File: src/rtl/score_manager.sv
// Score accumulator for a bubble-shooter round: popped bubbles queue up as pending
// points that drain one per clock into a 4-digit BCD score shown on a tile row.
module score_manager #(
    parameter logic [15:0] TARGET_BCD = 16'h0050,
    parameter logic [4:0]  DARK_IDX   = 5'd31
) (
    input  logic        clk,
    input  logic        rst,
    input  logic        start,
    input  logic        game_over,
    input  logic        pop_valid,
    input  logic [3:0]  pop_cnt,
    output logic [39:0] Row1,
    output logic        score_achieve,
    output logic [15:0] score_bcd,
    output logic        busy
);

    localparam logic [1:0] S_IDLE = 2'd0;
    localparam logic [1:0] S_RUN  = 2'd1;
    localparam logic [1:0] S_DONE = 2'd2;

    logic [1:0]  r_state;
    logic [1:0]  w_state_next;
    logic [5:0]  r_pending;
    logic [5:0]  w_pending_next;
    logic [15:0] r_score;
    logic [15:0] w_score_next;
    logic        r_achieve;
    logic        w_achieve_next;
    logic [39:0] r_row;
    logic [6:0]  w_pend_sum;

    function automatic logic [15:0] bcd_inc(input logic [15:0] v);
        logic [15:0] res;
        logic        carry;
        res   = v;
        carry = 1'b1;
        for (int i = 0; i < 4; i++) begin
            if (carry) begin
                if (v[i*4 +: 4] == 4'd9) begin
                    res[i*4 +: 4] = 4'd0;
                end else begin
                    res[i*4 +: 4] = v[i*4 +: 4] + 4'd1;
                    carry         = 1'b0;
                end
            end else begin
                res[i*4 +: 4] = v[i*4 +: 4];
            end
        end
        return res;
    endfunction

    // Digits are blanked while they and every more-significant digit are zero.
    function automatic logic [39:0] row_of(input logic [15:0] s);
        logic [4:0] th;
        logic [4:0] hu;
        logic [4:0] te;
        logic [4:0] on;
        th = (s[15:12] == 4'd0) ? DARK_IDX : {1'b0, s[15:12]};
        hu = (s[15:8]  == 8'd0) ? DARK_IDX : {1'b0, s[11:8]};
        te = (s[15:4]  == 12'd0) ? DARK_IDX : {1'b0, s[7:4]};
        on = {1'b0, s[3:0]};
        return {DARK_IDX, DARK_IDX, th, hu, te, on, DARK_IDX, DARK_IDX};
    endfunction

    assign w_pend_sum = {1'b0, r_pending}
                      - ((r_pending != 6'd0) ? 7'd1 : 7'd0)
                      + (pop_valid ? {3'd0, pop_cnt} : 7'd0);

    always_comb begin
        w_state_next   = r_state;
        w_pending_next = r_pending;
        w_score_next   = r_score;
        w_achieve_next = r_achieve;
        case (r_state)
            S_IDLE: begin
                if (start) begin
                    w_state_next   = S_RUN;
                    w_score_next   = 16'h0000;
                    w_pending_next = 6'd0;
                end else begin
                    w_state_next = S_IDLE;
                end
            end
            S_RUN: begin
                if ((r_pending != 6'd0) && (r_score != TARGET_BCD) && (r_score != 16'h9999)) begin
                    w_score_next = bcd_inc(r_score);
                end else begin
                    w_score_next = r_score;
                end
                // Reaching the target wins even if the field filled on the same cycle.
                if (r_score == TARGET_BCD) begin
                    w_state_next   = S_DONE;
                    w_achieve_next = 1'b1;
                    w_pending_next = 6'd0;
                end else if (game_over) begin
                    w_state_next   = S_DONE;
                    w_achieve_next = 1'b0;
                    w_pending_next = 6'd0;
                end else begin
                    w_pending_next = (w_pend_sum > 7'd63) ? 6'd63 : w_pend_sum[5:0];
                end
            end
            S_DONE: begin
                if (start) begin
                    w_state_next   = S_IDLE;
                    w_achieve_next = 1'b0;
                end else begin
                    w_state_next = S_DONE;
                end
            end
            default: begin
                w_state_next   = S_IDLE;
                w_pending_next = 6'd0;
                w_score_next   = 16'h0000;
                w_achieve_next = 1'b0;
            end
        endcase
    end

    always_ff @(posedge clk) begin
        if (rst) begin
            r_state   <= S_IDLE;
            r_pending <= 6'd0;
            r_score   <= 16'h0000;
            r_achieve <= 1'b0;
            r_row     <= {{5{DARK_IDX}}, 5'd0, {2{DARK_IDX}}};
        end else begin
            r_state   <= w_state_next;
            r_pending <= w_pending_next;
            r_score   <= w_score_next;
            r_achieve <= w_achieve_next;
            r_row     <= row_of(r_score);
        end
    end

    assign Row1          = r_row;
    assign score_achieve = r_achieve;
    assign score_bcd     = r_score;
    assign busy          = (r_pending != 6'd0);

endmodule

File: config.mk
export PLATFORM = sky130hd
export DESIGN_NAME = score_manager
export DESIGN_NICKNAME = d
export VERILOG_FILES = /design/src/rtl/score_manager.sv
export SDC_FILE = /design/constraint.sdc
export NUM_CORES = 1
export LEC_CHECK = 0
export ABC_AREA = 0
export CORE_MARGIN = 1
export CORE_UTILIZATION = 45
export DETAILED_ROUTE_END_ITERATION = 6
export PLACE_DENSITY_LB_ADDON = 0.2
export SYNTH_ARGS = -nofsm -noshare
export SYNTH_HDL_FRONTEND = slang
export SYNTH_SLANG_ARGS = --single-unit
File: constraint.sdc
create_clock -name clk -period 3.1 [get_ports clk]
set_input_delay 0.31 -clock clk [delete_from_list [all_inputs] [get_ports clk]]
set_output_delay 0.31 -clock clk [all_outputs]
set_load 0.005 [all_outputs]
==> run metrics, run 1 <==
post-CTS setup buffers=0; share of cells above drive strength 1=8.57%; Hold EP=score_achieve; Critical Path Source Type=flip-flop; GRT Max-Usage Layer=met2; Die Width=79.0 um; Syn Area/Cell=8.78 um2; worst hold-check path type=flip-flop to flip-flop; largest area contributor in the netlist=dfxtp_1; Period minus WS final=2.79 ns; worst r2r dst=r_pending[5]; GRT Total Usage=18.8%; average wire per standard cell=13.3 um; Worst Reg-to-Reg Cells=12; Peak supply drop=0.211 mV; Routability Congestion=0.820; Synth area leaders=dfxtp_1, ha_1, buf_4, inv_1, nand2_1; mapped cell area=0.00267 mm2; drt total wl=5610 um; area grow syn2layout=19.8%; CTS tree=yes; Async S/R FF share, synth=0%; power consumption=1.23 mW; Syn Inst Count=304; Max Freq=359 MHz; Final Hold Vio Count=0; critical path class=flip-flop to flip-flop; H-tree level count=2; placed inst area=0.00310 mm2; max_cap viols=0; row count=27; buffers added on ports=45; Adder-Cell Fraction of Synth Area=11.5%; vias in the first global route=2005; Slew headroom=64.5%; hold-fix buffer count after cts=0; P_leak=1.27 nW; yosys warns=0; Worst EP arrival=3.00 ns; share of Yosys cell area claimed by the top area cell type=33.0%; synth unique cells=60; mux cell area share after synthesis=0%; number of flops mapped to enable cells by yosys=0; first-pass GRT wire length=9340 um; min-delay src=score_achieve; total of cells resized after clock tree synthesis=0; area share of xor/xnor cells in the synthesized design=0.656%; io pins=67; Max Slew Vio Count=0; Clk pin slew, worst setup/hold paths=0.08 ns; Final Setup Violations=0; DIE HEIGHT=79.0 um; Via Count=2251; clk sinks=44; post-synthesis compound-gate area fraction=17.4%; Ant. Diodes=0; CTS buffer count=5; die area=0.00624 mm2; met3 Use GR=3.79%; Seq/Total Area, Yosys=33.0%; post-synthesis simple-gate area fraction=25.3%; DRC=0; worst-margin pin slew=0.531 ns; worst hold slack=0.484 ns; DR vias/cell=5.33; Max FO, Critical Path=6; status=completed; cell count after placement=414; initial antenna violation count=0; reg-to-reg startpoint=r_pending[5]; met2 Usage GRT=29.8%; final worst-path cycle share=89.9%; Top FF cell, synth=dfxtp_1; final net count=382; grt ovf=0; Setup TNS Final=0 ns; Initial Utilization=47.6%; placeable core region=0.00561 mm2; initial DRC count=134; r2r setup slk=0.31 ns; Design Area, Final=0.00320 mm2; CTS max path bufs=2; Crit. End Element=flip-flop; clock root buffer master=clkbuf_8; Non-Filler Instances=422; #FFs+latches synth=44; main combinational cell family by area after synthesis=simple AND/OR/NAND/NOR gates; Cell Pwr Density=385 mW/mm2; worst endpoint required time=3.32 ns; Clock Latency Late Sink=0.30 ns; M1 GR Usage=25.5%; largest net degree at the start of global routing=16; Final Skew=0.00664 ns; hold depth=2; Detail Route Antenna Nets=0; RSZ-0062 raised after global routing=false; Detailed Place HPWL=4270 um; Initial DRT Pass Iterations=4
==> flip-flops by register name, summed over array words and instances, names as in the netlist <==
name	cells
Row1	19
r_state	2
score_bcd	16
score_achieve	1
r_pending	6
==> cells in the final DEF, fill, tap and decap left out, types with 14 or more instances in the layout <==
master,n
inv_1,27
ha_1,23
a21oi_1,16
nand2_1,24
clkdlybuf4s50_1,45
nand3_1,14
nor2_1,14
conb_1,21
dfxtp_1,44
==> stage by stage <==
step | setup slack [ns] | util [%]
CTS | 0.315 | 57.0
global route | 0.0916 | 57.0
detailed placement | 0.167 | 55.4
floorplan | 0.349 | -
global placement | 0.218 | 55.4
finish | 0.314 | 57.0
==> where the power goes <==
part | leakage, nW | internal [mW] | switching (mW)
logic | 0.859 | 0.111 | 0.165
clock network | 0.0510 | 0.178 | 0.194
registers | 0.356 | 0.572 | 0.00879
total | 1.27 | 0.861 | 0.368
==> area by class of cell <==
cell class              instances  area (um2)
repair buffers                 50         488
clock inverters                 2        10.0
fillers                       543        2410
inverters                      27         101
well taps                      72        90.1
clock buffers                   6        82.6
flip-flops and latches         44         881
multi-input cells             221        1540
==> routing by layer <==
metal	share of wire, %	wire [um]	vias to the layer above
met2	43	2420	66
li1	-	-	1131
met4	1.4	78	0
met1	50	2800	1046
met3	5.5	307	8
met5	0	0	-
==> cell usage after synthesis, drive strengths merged (4+ instances only) <==
master,instances
clkbuf,5
o21ai,12
a41oi,4
or3,8
a31oi,8
nor3,6
ha,23
a221oi,6
and3b,5
nor2b,5
or4,4
dfxtp,44
buf,26
nor2,15
nand3,16
a21oi,16
nand2b,6
inv,27
nand3b,4
nand2,24
==> worst max path at each step <==
stage,start,endpoint,slack (ns)
2_1_floorplan,r_pending[5],r_pending[5],0.35
3_3_place_gp,pop_valid,r_pending[5],0.22
3_5_place_dp,pop_valid,r_pending[5],0.17
4_1_cts,r_pending[5],r_pending[5],0.31
5_1_grt,r_pending[5],r_pending[5],0.09
6_report,r_pending[5],r_pending[5],0.31
==> critical path, cell delays in order (launching register included) <==
cell and delay, ns:
dfxtp_1 0.35, inv_1 0.13, ha_1 0.17, nand3_1 0.10, ha_1 0.29, inv_1 0.04, ha_1 0.20, fa_1 0.43
a211oi_1 0.29, or4_1 0.16, nand3_2 0.17, a21boi_1 0.20, o31ai_2 0.17
==> logic make-up (layout without fill, tap and decap cells) <==
kind of cell,count (synthesis),in the layout
compound gates,65,65
xor+xnor,2,2
buf+inv,58,85
fa+ha+maj,24,24
flops,44,44
simple gates,109,109
other cells,2,21
(Power assumes the default switching activity.)
==> run 2: changes to the inputs <==
Settings changed: CTS_CLUSTER_SIZE from default to 24.
==> results of run 2 <==
Final layout, timing and power as in run 1 (identical DEF).
